File: config.mk
export PLATFORM = sky130hd
export DESIGN_NAME = mem_access_ctrl
export DESIGN_NICKNAME = d
export VERILOG_FILES = /design/src/rtl/mem_access_ctrl.sv
export SDC_FILE = /design/constraint.sdc
export NUM_CORES = 1
export LEC_CHECK = 0
export ABC_AREA = 0
export CELL_PAD_IN_SITES_DETAIL_PLACEMENT = 1
export CELL_PAD_IN_SITES_GLOBAL_PLACEMENT = 1
export CORE_MARGIN = 8
export CORE_UTILIZATION = 37
export DETAILED_ROUTE_END_ITERATION = 10
export GPL_ROUTABILITY_DRIVEN = 0
export HOLD_SLACK_MARGIN = 0.08
export PLACE_DENSITY = 0.84
export SYNTH_ARGS = -nofsm -noshare
export SYNTH_HDL_FRONTEND = slang
export SYNTH_SLANG_ARGS = --single-unit
File: constraint.sdc
create_clock -name clk -period 5.2 [get_ports clk]
set_input_delay 0.52 -clock clk [delete_from_list [all_inputs] [get_ports clk]]
set_output_delay 0.52 -clock clk [all_outputs]
set_load 0.005 [all_outputs]
File: src/rtl/mem_access_ctrl.sv
// Load/store sequencer between the IorD address mux and a word-wide synchronous memory.
// Handles word/half/byte accesses, read-modify-write for sub-word stores, and alignment faults.
//
// state      | meaning
// -----------+----------------------------------------------------------------
// S_IDLE     | waiting for req; all request fields sampled here
// S_RD_WAIT  | memory read in flight; down-counter runs to terminal count 0
// S_WR_WORD  | full-word write strobe on the memory port
// S_MERGE_WR | merged sub-word write strobe on the memory port
// S_FINISH   | done pulse (with misaligned for a fault), then back to idle
module mem_access_ctrl #(
  parameter int MEM_LATENCY = 1
) (
  input  logic        clk,
  input  logic        reset,
  input  logic        req,
  input  logic        op_write,
  input  logic [1:0]  size,
  input  logic        sign_ext,
  input  logic [31:0] addr,
  input  logic [31:0] wdata,
  output logic        busy,
  output logic        done,
  output logic        misaligned,
  output logic [31:0] rdata,
  output logic [31:0] mem_addr,
  output logic        mem_wr,
  output logic [31:0] mem_wdata,
  input  logic [31:0] mem_rdata
);

  typedef enum logic [2:0] {
    S_IDLE,
    S_RD_WAIT,
    S_WR_WORD,
    S_MERGE_WR,
    S_FINISH
  } state_t;

  localparam logic [1:0] SZ_WORD = 2'b00;
  localparam logic [1:0] SZ_HALF = 2'b01;
  localparam logic [1:0] SZ_BYTE = 2'b10;
  localparam logic [2:0] LAT     = 3'(MEM_LATENCY);

  state_t      state;
  logic [2:0]  cnt;
  logic        op_wr_q;
  logic [1:0]  size_q;
  logic        sext_q;
  logic [1:0]  off_q;
  logic [15:0] wdata_q;
  logic        fault_q;

  logic [1:0]  size_n;
  logic        fault_n;
  logic [7:0]  lane_b;
  logic [15:0] lane_h;
  logic [31:0] load_val;
  logic [31:0] merge_val;

  // Size 11 behaves exactly like a word access, so it is folded to word at the door.
  always_comb begin
    size_n  = (size == 2'b11) ? SZ_WORD : size;
    fault_n = ((size_n == SZ_WORD) && (addr[1:0] != 2'b00)) ||
              ((size_n == SZ_HALF) && addr[0]);
  end

  always_comb begin
    lane_b    = mem_rdata[{off_q, 3'b000} +: 8];
    lane_h    = off_q[1] ? mem_rdata[31:16] : mem_rdata[15:0];
    load_val  = mem_rdata;
    merge_val = mem_rdata;
    case (size_q)
      SZ_HALF: begin
        load_val = {{16{sext_q & lane_h[15]}}, lane_h};
        merge_val[{off_q[1], 4'b0000} +: 16] = wdata_q;
      end
      SZ_BYTE: begin
        load_val = {{24{sext_q & lane_b[7]}}, lane_b};
        merge_val[{off_q, 3'b000} +: 8] = wdata_q[7:0];
      end
      default: ;
    endcase
  end

  always_ff @(posedge clk or posedge reset) begin
    if (reset) begin
      state      <= S_IDLE;
      cnt        <= '0;
      op_wr_q    <= 1'b0;
      size_q     <= SZ_WORD;
      sext_q     <= 1'b0;
      off_q      <= 2'b00;
      wdata_q    <= '0;
      fault_q    <= 1'b0;
      busy       <= 1'b0;
      done       <= 1'b0;
      misaligned <= 1'b0;
      rdata      <= '0;
      mem_addr   <= '0;
      mem_wr     <= 1'b0;
      mem_wdata  <= '0;
    end else begin
      case (state)
        S_IDLE: begin
          if (req) begin
            busy    <= 1'b1;
            op_wr_q <= op_write;
            size_q  <= size_n;
            sext_q  <= sign_ext;
            off_q   <= addr[1:0];
            wdata_q <= wdata[15:0];
            if (fault_n) begin
              fault_q <= 1'b1;
              state   <= S_FINISH;
            end else begin
              mem_addr <= {addr[31:2], 2'b00};
              if (op_write && (size_n == SZ_WORD)) begin
                mem_wr    <= 1'b1;
                mem_wdata <= wdata;
                state     <= S_WR_WORD;
              end else begin
                cnt   <= LAT;
                state <= S_RD_WAIT;
              end
            end
          end
        end
        S_RD_WAIT: begin
          if (cnt == 3'd0) begin
            if (op_wr_q) begin
              mem_wr    <= 1'b1;
              mem_wdata <= merge_val;
              state     <= S_MERGE_WR;
            end else begin
              rdata <= load_val;
              done  <= 1'b1;
              state <= S_FINISH;
            end
          end else begin
            cnt <= cnt - 3'd1;
          end
        end
        S_WR_WORD, S_MERGE_WR: begin
          mem_wr <= 1'b0;
          done   <= 1'b1;
          state  <= S_FINISH;
        end
        S_FINISH: begin
          // A fault enters here straight from idle, so it spends one cycle before pulsing done.
          if (!done) begin
            done       <= 1'b1;
            misaligned <= fault_q;
          end else begin
            done       <= 1'b0;
            misaligned <= 1'b0;
            fault_q    <= 1'b0;
            busy       <= 1'b0;
            state      <= S_IDLE;
          end
        end
        default: state <= S_IDLE;
      endcase
    end
  end

endmodule

==> results.txt, run 1 <==
----------------------------------------------------
[Run status]
  Result of the run ... finished, final reports clean

[Setup path]
  Slowest cell on the critical path ... sky130_fd_sc_hd__ha_1
  Maximum fanout count along the critical path ... 28
  Critical path data arrival time ... 3.75 ns
  Biggest cell delay along the critical path ... 0.98 ns
  Dominant cell type by count on the critical path ... sky130_fd_sc_hd__inv_1
  Start-to-end type of the worst setup path ... flop to flop
  CP Capture Type ... flop
  Data required, critical path ... 5.46 ns
  Buf/Inv on CP ... 3
  Delay-heaviest family, CP ... buffers and inverters
  List of cells traversed by the critical path ... inv_1 > ha_1 > inv_1 > buf_4 > a31oi_2 > a21oi_1
  Type of element launching the critical path ... flop

[Routing]
  Total DRC errors in the routed layout ... 0
  Routed length per instance ... 23.2 um
  Iteration-0 DRC Markers ... 407
  Detailed-route via count ... 6456
  Vias per cell ... 5.61
  Total detailed-routing wirelength ... 26.7 mm
  Antenna Nets Post-Route ... 0
  First-pass detailed-route iteration total ... 7

[Clock network]
  Clock slew at the register clock pins of the worst setup and hold paths ... 0.06 ns
  Maximum buffer depth of the clock tree ... 2
  Cts repair resizes ... 0
  Total clock sinks ... 127
  Clock Latency Late Sink ... 0.43 ns
  CTS tree ... done
  Setup Buffers After CTS ... 0
  Post-CTS Hold Buffers ... 0
  Cell at the root of the clock tree ... sky130_fd_sc_hd__clkbuf_16
  Number of buffers added by the clock tree synthesis step ... 17
  H-tree depth ... 4

[Synthesis]
  Post-synthesis compound-gate area fraction ... 16.8%
  Leading post-synthesis cells by instance count ... 127 x sky130_fd_sc_hd__dfrtp_1, 88 x sky130_fd_sc_hd__mux2_2, 76 x sky130_fd_sc_hd__nand2_1, 53 x sky130_fd_sc_hd__nor2_1, 40 x sky130_fd_sc_hd__o21ai_0
  Largest family of logic cells by synthesized area ... multiplexers
  Proportion of synthesized chip area in sequential cells ... 43.5%
  Number of flops mapped to enable cells by yosys ... 0
  Average size of a mapped cell ... 10.5 um^2
  Share of synthesized cell area in and, or, nand and nor gates ... 12.8%
  Mapped Area ... 0.00731 mm^2
  Fraction of synthesized cell area taken by the top area cell type ... 43.5%
  Count of mapped cells out of synthesis ... 698
  Yosys top cell by area ... sky130_fd_sc_hd__dfrtp_1
  Portion of netlist area occupied by mux cells ... 19.8%
  Arithmetic-cell share of the synthesized area counting full adders, half adders and majority gates ... 2.06%
  Dominant synthesized flop cell ... sky130_fd_sc_hd__dfrtp_1
  Cell with the most instances after synthesis ... sky130_fd_sc_hd__dfrtp_1
  Share of flip-flops with an asynchronous set or reset ... 100%
  Number of register bits inferred by synthesis ... 127
  Top cells by area in the synthesized netlist ... sky130_fd_sc_hd__dfrtp_1 44%, sky130_fd_sc_hd__mux2_2 14%, sky130_fd_sc_hd__mux2_4 4.1%, sky130_fd_sc_hd__nand2_1 3.9%, sky130_fd_sc_hd__a221oi_2 3.3%
  Number of warning messages in the yosys log ... 0
  Count of cell types in the netlist ... 54
  Fraction of synthesized cell area in xor and xnor cells ... 0%

[Global routing]
  GR Overflow Total ... 0
  Initial antenna violation count ... 1
  Largest net degree at the start of global routing ... 57
  Vias in the first global route ... 7015
  First-pass GRT wire length ... 40.7 mm
  Global router's overall resource usage ... 21.7%

[Pwr]
  Net Sw Frac ... 37.9%
  Largest voltage drop on the vdd net ... 0.344 mV
  Combinational cell fraction of total power ... 50.2%
  Net Sw Power ... 2.35 mW
  Power Density ... 620 mW/mm^2
  Sequential power share ... 30.5%
  Internal Pwr Total ... 3.85 mW
  Leakage Power ... 4.12 nW
  Part of the total power dissipated in the clock network ... 19.3%

[Floorplan]
  Die extent in x ... 157 um
  Initial core utilization ... 37.7%
  Die area ... 0.0245 mm^2
  Standard cell core area ... 0.0194 mm^2
  Die height ... 157 um
  Count of boundary I/O pins ... 203
  Placement row count ... 51

[Timing]
  Setup repair after global routing missed its margin ... no
  Number of setup violations in the final report ... 0
  Worst relative slew slack ... 21.8%
  Minimum period implied by the final worst setup slack ... 3.50 ns
  Fmax ... 286 MHz
  Hold Fails Final Rpt ... 0
  Setup TNS ... 0 ns
  Fraction of the cycle the final worst path needs ... 67.2%
  Clock skew after layout ... 0.0111 ns
  Pins Over Slew Limit ... 0
  Hold_ws ... 0.477 ns
  Slew at the pin closest to its max-slew limit ... 1.16 ns

[Placement]
  Dpl hpwl ... 19.3 mm
  Count of buffers from port buffering ... 200

[Hold path]
  Min-delay worst type ... flop to flop

[Cells and area]
  Area growth, synth to finish ... 37.1%
  Net count reported at finish ... 988
  Share of final-layout standard cells stronger than drive strength 1 ... 20.4%
  Number of diodes added for antenna fixing ... 0

[Flow run]
  Max-Cap Viols ... 0

----------------------------------------------------
-- area by class of cell --
| type | count | area, um^2 |
|---|---|---|
| Clock inverter | 13 | 139 |
| Inverter | 14 | 55.1 |
| Timing Repair Buffer | 211 | 2080 |
| Sequential cell | 127 | 3180 |
| Multi-Input combinational cell | 502 | 3770 |
| Clock buffer | 19 | 453 |
| Fill cell | 2164 | 9390 |
| Tap cell | 265 | 332 |
-- worst paths after layout --
path,start,endpoint,slack (ns),cells past startpoint
setup / recovery,size_q[0]$_DFFE_PP0P_,rdata[16]$_DFFE_PP0P_,1.70,6
hold / removal,rdata[6]$_DFFE_PP0P_,rdata[6]$_DFFE_PP0P_,0.48,2
setup reg to reg,size_q[0]$_DFFE_PP0P_,rdata[16]$_DFFE_PP0P_,1.70,6
hold reg to reg,rdata[6]$_DFFE_PP0P_,rdata[6]$_DFFE_PP0P_,0.48,2
max in group asynchronous,reset,rdata[13]$_DFFE_PP0P_,3.65,3
min in group asynchronous,reset,cnt[0]$_DFFE_PP0P_,0.57,2
-- registers in the layout, summed over array words and instances, names as in the netlist --
name,count
size_q,2
done,1
off_q,2
mem_wr,1
rdata,32
mem_addr,30
misaligned,1
fault_q,1
state,3
wdata_q,16
busy,1
sext_q,1
op_wr_q,1
mem_wdata,32
cnt,3
-- cells in the final DEF, fill, tap and decap left out, types with 3 or more instances in the layout --
| cell type | Yosys | routed |
|---|---|---|
| sky130_fd_sc_hd__clkinvlp_4 | 0 | 5 |
| sky130_fd_sc_hd__a41oi_1 | 6 | 6 |
| sky130_fd_sc_hd__a221oi_1 | 6 | 6 |
| sky130_fd_sc_hd__nand2_1 | 76 | 76 |
| sky130_fd_sc_hd__mux2_4 | 20 | 20 |
| sky130_fd_sc_hd__o31ai_1 | 7 | 7 |
| sky130_fd_sc_hd__dfrtp_1 | 127 | 126 |
| sky130_fd_sc_hd__ha_1 | 12 | 12 |
| sky130_fd_sc_hd__a221oi_2 | 16 | 16 |
| sky130_fd_sc_hd__clkdlybuf4s50_1 | 0 | 200 |
| sky130_fd_sc_hd__and2_1 | 3 | 3 |
| sky130_fd_sc_hd__a222oi_1 | 3 | 3 |
| sky130_fd_sc_hd__mux2i_1 | 13 | 13 |
| sky130_fd_sc_hd__mux2_2 | 88 | 88 |
| sky130_fd_sc_hd__clkinv_2 | 0 | 3 |
| sky130_fd_sc_hd__buf_4 | 5 | 11 |
| sky130_fd_sc_hd__clkbuf_16 | 0 | 17 |
| sky130_fd_sc_hd__nor4bb_1 | 3 | 3 |
| sky130_fd_sc_hd__a211oi_1 | 10 | 10 |
| sky130_fd_sc_hd__a31oi_1 | 8 | 8 |
| sky130_fd_sc_hd__o22ai_1 | 11 | 11 |
| sky130_fd_sc_hd__a22oi_1 | 22 | 22 |
| sky130_fd_sc_hd__nand3_1 | 23 | 23 |
| sky130_fd_sc_hd__a21oi_1 | 25 | 25 |
| sky130_fd_sc_hd__nor2b_1 | 7 | 7 |
| sky130_fd_sc_hd__nor3_1 | 13 | 13 |
| sky130_fd_sc_hd__o21ai_0 | 40 | 40 |
| sky130_fd_sc_hd__nor2_1 | 53 | 52 |
| sky130_fd_sc_hd__inv_1 | 14 | 13 |
| sky130_fd_sc_hd__nand2b_1 | 6 | 6 |
-- stage by stage --
step                      util [%]  cells  worst slack (ns)  area, um^2  total power, mW
after global placement        48.6   1119              1.55        9420             4.89
after CTS                     51.6   1151              1.75       10000             6.25
final                         51.6   1151              1.70       10000             6.20
after detailed placement      48.6   1119              1.44        9420             5.00
after floorplan                  -    699              1.30        7310             3.56
after global routing          51.6   1151              1.54       10000             6.56
-- logic make-up after synthesis --
| kind of cell | after synthesis |
|---|---|
| adder cells (fa/ha/maj) | 12 |
| AO/OA/AOI/OAI | 165 |
| flip-flops | 127 |
| multiplexers | 122 |
| other | 1 |
| AND/OR/NAND/NOR | 201 |
| buffers and inverters | 70 |
-- power by group through the flow --
stage	clock [mW]	combinational, mW	sequential, mW
detailed placement	0	3.10	1.90
CTS	1.22	3.14	1.90
floorplan	0	1.76	1.80
global route	1.26	3.35	1.95
global placement	0	3.02	1.87
finish	1.20	3.11	1.89
-- worst reg2reg max path, cell delays in order, from the launching register on --
cell and delay [ns]:
sky130_fd_sc_hd__dfrtp_1 0.36, sky130_fd_sc_hd__inv_1 0.07, sky130_fd_sc_hd__ha_1 0.98, sky130_fd_sc_hd__inv_1 0.61
sky130_fd_sc_hd__buf_4 0.39, sky130_fd_sc_hd__a31oi_2 0.71, sky130_fd_sc_hd__a21oi_1 0.21
-- layer usage --
layer  up-vias  routed length [um]  track usage [%]  part of all wire (%)
met2       275               13200             37.6                    49
met1      3213               10300             24.3                    39
met3        54                2660             8.41                   9.9
met5         -                   9                0                 0.034
li1       2912                   -                -                     -
met4         2                 588             6.32                   2.2
Power figures use the tool's default switching activity.
==> run 2, diff against run 1 <==
==> constraint.sdc (replaced) <==
create_clock -name clk -period 3.25 [get_ports clk]
set_input_delay 0.325 -clock clk [delete_from_list [all_inputs] [get_ports clk]]
set_output_delay 0.325 -clock clk [all_outputs]
set_load 0.005 [all_outputs]
==> run 2 against run 1 <==
Effect of this change:
- hold slack lost 0.045 ns
- sequential share of layout area shrank 0.25 points
- final cell count is 0.70% higher
- die area unchanged
- non-clock buffer count grew 8
- critical path type unchanged
==> results.txt, run 2 (synthesis results as in run 1) <==
----------------------------------------------------
[Cells and area]
  Top library cells by usage in the layout, fill and taps aside ... 200 x sky130_fd_sc_hd__clkdlybuf4s50_1, 126 x sky130_fd_sc_hd__dfrtp_1, 88 x sky130_fd_sc_hd__mux2_2 (unchanged)
  Share of final-layout standard cells stronger than drive strength 1 ... 20.9% (was 20.4%)
  Largest registers ... mem_wdata (32), rdata (32), mem_addr (30) (unchanged)
  Most common cell after layout, fill and taps aside ... sky130_fd_sc_hd__clkdlybuf4s50_1 (unchanged)
  Net count reported at finish ... 996 (was 988)
  Area growth, synth to finish ... 38.2% (was 37.1%)
  Post-route non-filler standard cell count ... 1159 (was 1151)
  Number of diodes added for antenna fixing ... 0 (unchanged)

[Global routing]
  Initial antenna violation count ... 0 (was 1)
  Largest net degree at the start of global routing ... 128 (was 57)
  First-pass GRT wire length ... 41.2 mm (was 40.7 mm)
  Vias in the first global route ... 7065 (was 7015)
  GR Overflow Total ... 0 (unchanged)
  Global router's overall resource usage ... 22.0% (was 21.7%)

[Clock network]
  Maximum buffer depth of the clock tree ... 2 (unchanged)
  CTS tree ... done (unchanged)
  Clock slew at the register clock pins of the worst setup and hold paths ... 0.06 ns (about the same)
  Number of buffers added by the clock tree synthesis step ... 17 (unchanged)
  Total clock sinks ... 127 (unchanged)
  Post-CTS Hold Buffers ... 0 (unchanged)
  Cell at the root of the clock tree ... sky130_fd_sc_hd__clkbuf_16 (unchanged)
  Setup Buffers After CTS ... 0 (unchanged)
  Cts repair resizes ... 0 (unchanged)
  H-tree depth ... 4 (unchanged)
  Clock Latency Late Sink ... 0.42 ns (was 0.43 ns)

[Timing]
  Number of setup violations in the final report ... 0 (unchanged)
  Hold Fails Final Rpt ... 0 (unchanged)
  Minimum period implied by the final worst setup slack ... 2.66 ns (was 3.50 ns)
  Worst relative slew slack ... 41.0% (was 21.8%)
  Hold_ws ... 0.433 ns (was 0.477 ns)
  Setup TNS ... 0 ns (unchanged)
  Fmax ... 376 MHz (was 286 MHz)
  Slew at the pin closest to its max-slew limit ... 0.882 ns (was 1.16 ns)
  Setup repair after global routing missed its margin ... no (unchanged)
  Clock skew after layout ... 0.0119 ns (was 0.0111 ns)
  Fraction of the cycle the final worst path needs ... 81.9% (was 67.2%)
  Pins Over Slew Limit ... 0 (unchanged)

[Routing]
  Antenna Nets Post-Route ... 0 (unchanged)
  Iteration-0 DRC Markers ... 423 (was 407)
  Detailed-route via count ... 6483 (was 6456)
  Routed length per instance ... 23.1 um (was 23.2 um)
  Total DRC errors in the routed layout ... 0 (unchanged)
  Length of routed met3 wiring ... 2.37 mm (was 2.66 mm)
  First-pass detailed-route iteration total ... 5 (was 7)
  Vias per cell ... 5.59 (was 5.61)
  Routed met1 length ... 10.6 mm (was 10.3 mm)
  Routed length on met2 ... 13.0 mm (was 13.2 mm)
  Total detailed-routing wirelength ... 26.7 mm (about the same)
  Max Used Layer ... met4 (was met5)

[Floorplan]
  Die height ... 157 um (unchanged)
  Count of boundary I/O pins ... 203 (unchanged)
  Initial core utilization ... 37.7% (unchanged)
  Standard cell core area ... 0.0194 mm^2 (unchanged)
  Die area ... 0.0245 mm^2 (unchanged)
  Die extent in x ... 157 um (unchanged)
  Placement row count ... 51 (unchanged)

[Setup path]
  Dominant cell type by count on the critical path ... sky130_fd_sc_hd__ha_1 (was sky130_fd_sc_hd__inv_1)
  Slowest cell on the critical path ... sky130_fd_sc_hd__a31oi_2 (was sky130_fd_sc_hd__ha_1)
  Slack of the worst reg-to-reg path ... 0.59 ns (was 1.70 ns)
  Maximum fanout count along the critical path ... 16 (was 28)
  Type of element launching the critical path ... flop (unchanged)
  Delay-heaviest family, CP ... compound AO/OA/AOI/OAI gates (was buffers and inverters)
  Biggest cell delay along the critical path ... 0.73 ns (was 0.98 ns)
  CP Capture Type ... flop (unchanged)
  Buf/Inv on CP ... 1 (was 3)
  List of cells traversed by the critical path ... inv_1 > ha_1 > ha_1 > nor2b_1 > nand2_1 > a31oi_2 > a21oi_1 (was inv_1 > ha_1 > inv_1 > buf_4 > a31oi_2 > a21oi_1)
  Start-to-end type of the worst setup path ... flop to flop (unchanged)
  Data required, critical path ... 3.50 ns (was 5.46 ns)
  Critical path data arrival time ... 2.91 ns (was 3.75 ns)

[Pwr]
  Sequential power share ... 30.5% (about the same)
  Net Sw Frac ... 37.6% (was 37.9%)
  Internal Pwr Total ... 6.23 mW (was 3.85 mW)
  Combinational cell fraction of total power ... 50.3% (was 50.2%)
  Leakage Power ... 4.17 nW (was 4.12 nW)
  Largest voltage drop on the vdd net ... 0.432 mV (was 0.344 mV)
  Power Density ... 989 mW/mm^2 (was 620 mW/mm^2)
  Part of the total power dissipated in the clock network ... 19.2% (was 19.3%)
  Net Sw Power ... 3.75 mW (was 2.35 mW)

[Run status]
  Result of the run ... finished, final reports clean (unchanged)

[Flow run]
  Max-Cap Viols ... 0 (unchanged)

[Placement]
  Dpl hpwl ... 19.5 mm (was 19.3 mm)
  Placed cells ... 1127 (was 1119)
  Count of buffers from port buffering ... 200 (unchanged)

[Hold path]
  Min-delay worst type ... input port to async pin (was flop to flop)

----------------------------------------------------
==> run 2: layout make-up <==
cell class / instances / area (um^2)
clock inverters: 10 / 111
fillers: 2163 / 9310
flip-flops and latches: 127 / 3180
well taps: 265 / 332
inverters: 14 / 56.3
clock buffers: 22 / 474
multi-input cells: 502 / 3770
repair buffers: 219 / 2170
==> run 2: final timing paths <==
path | startpoint | endpoint | cells after the start
setup / recovery | cnt[0]$_DFFE_PP0P_ | rdata[23]$_DFFE_PP0P_ | 7
max in group asynchronous | reset | off_q[1]$_DFFE_PP0P_ | 3
hold / removal | reset | rdata[16]$_DFFE_PP0P_ | 3
hold reg to reg | rdata[8]$_DFFE_PP0P_ | rdata[8]$_DFFE_PP0P_ | 2
setup reg to reg | cnt[0]$_DFFE_PP0P_ | rdata[23]$_DFFE_PP0P_ | 7
min in group clk | rdata[8]$_DFFE_PP0P_ | rdata[8]$_DFFE_PP0P_ | 2
==> run 2: worst min-delay path: stages <==
cell                              delay (ns)
sky130_fd_sc_hd__clkdlybuf4s50_1        0.44
sky130_fd_sc_hd__clkinvlp_4             0.10
sky130_fd_sc_hd__buf_12                 0.47
==> run 2: per-layer routing <==
layer / up-vias / track usage (%)
met5: - / 0
met4: 0 / 8.42
met3: 46 / 8.05
met2: 253 / 36.3
met1: 3275 / 25.6
li1: 2909 / -
==> run 2: per-stage QoR <==
step	setup WS, ns	power (mW)	utilization (%)	area [um^2]
6_report	0.587	9.98	52.0	10100
5_1_grt	0.422	10.6	52.0	10100
4_1_cts	0.592	10.1	52.0	10100
3_5_place_dp	0.525	8.06	49.0	9510
3_3_place_gp	0.582	7.86	49.0	9510
2_1_floorplan	0.649	5.69	-	7310
==> run 2: power by group through the flow <==
stage          combinational (mW)  sequential, mW  clock [mW]
6_report                     5.02            3.05        1.91
2_1_floorplan                2.82            2.87           0
5_1_grt                      5.43            3.14        2.00
3_5_place_dp                 5.00            3.06           0
3_3_place_gp                 4.85            3.01           0
4_1_cts                      5.06            3.05        1.94
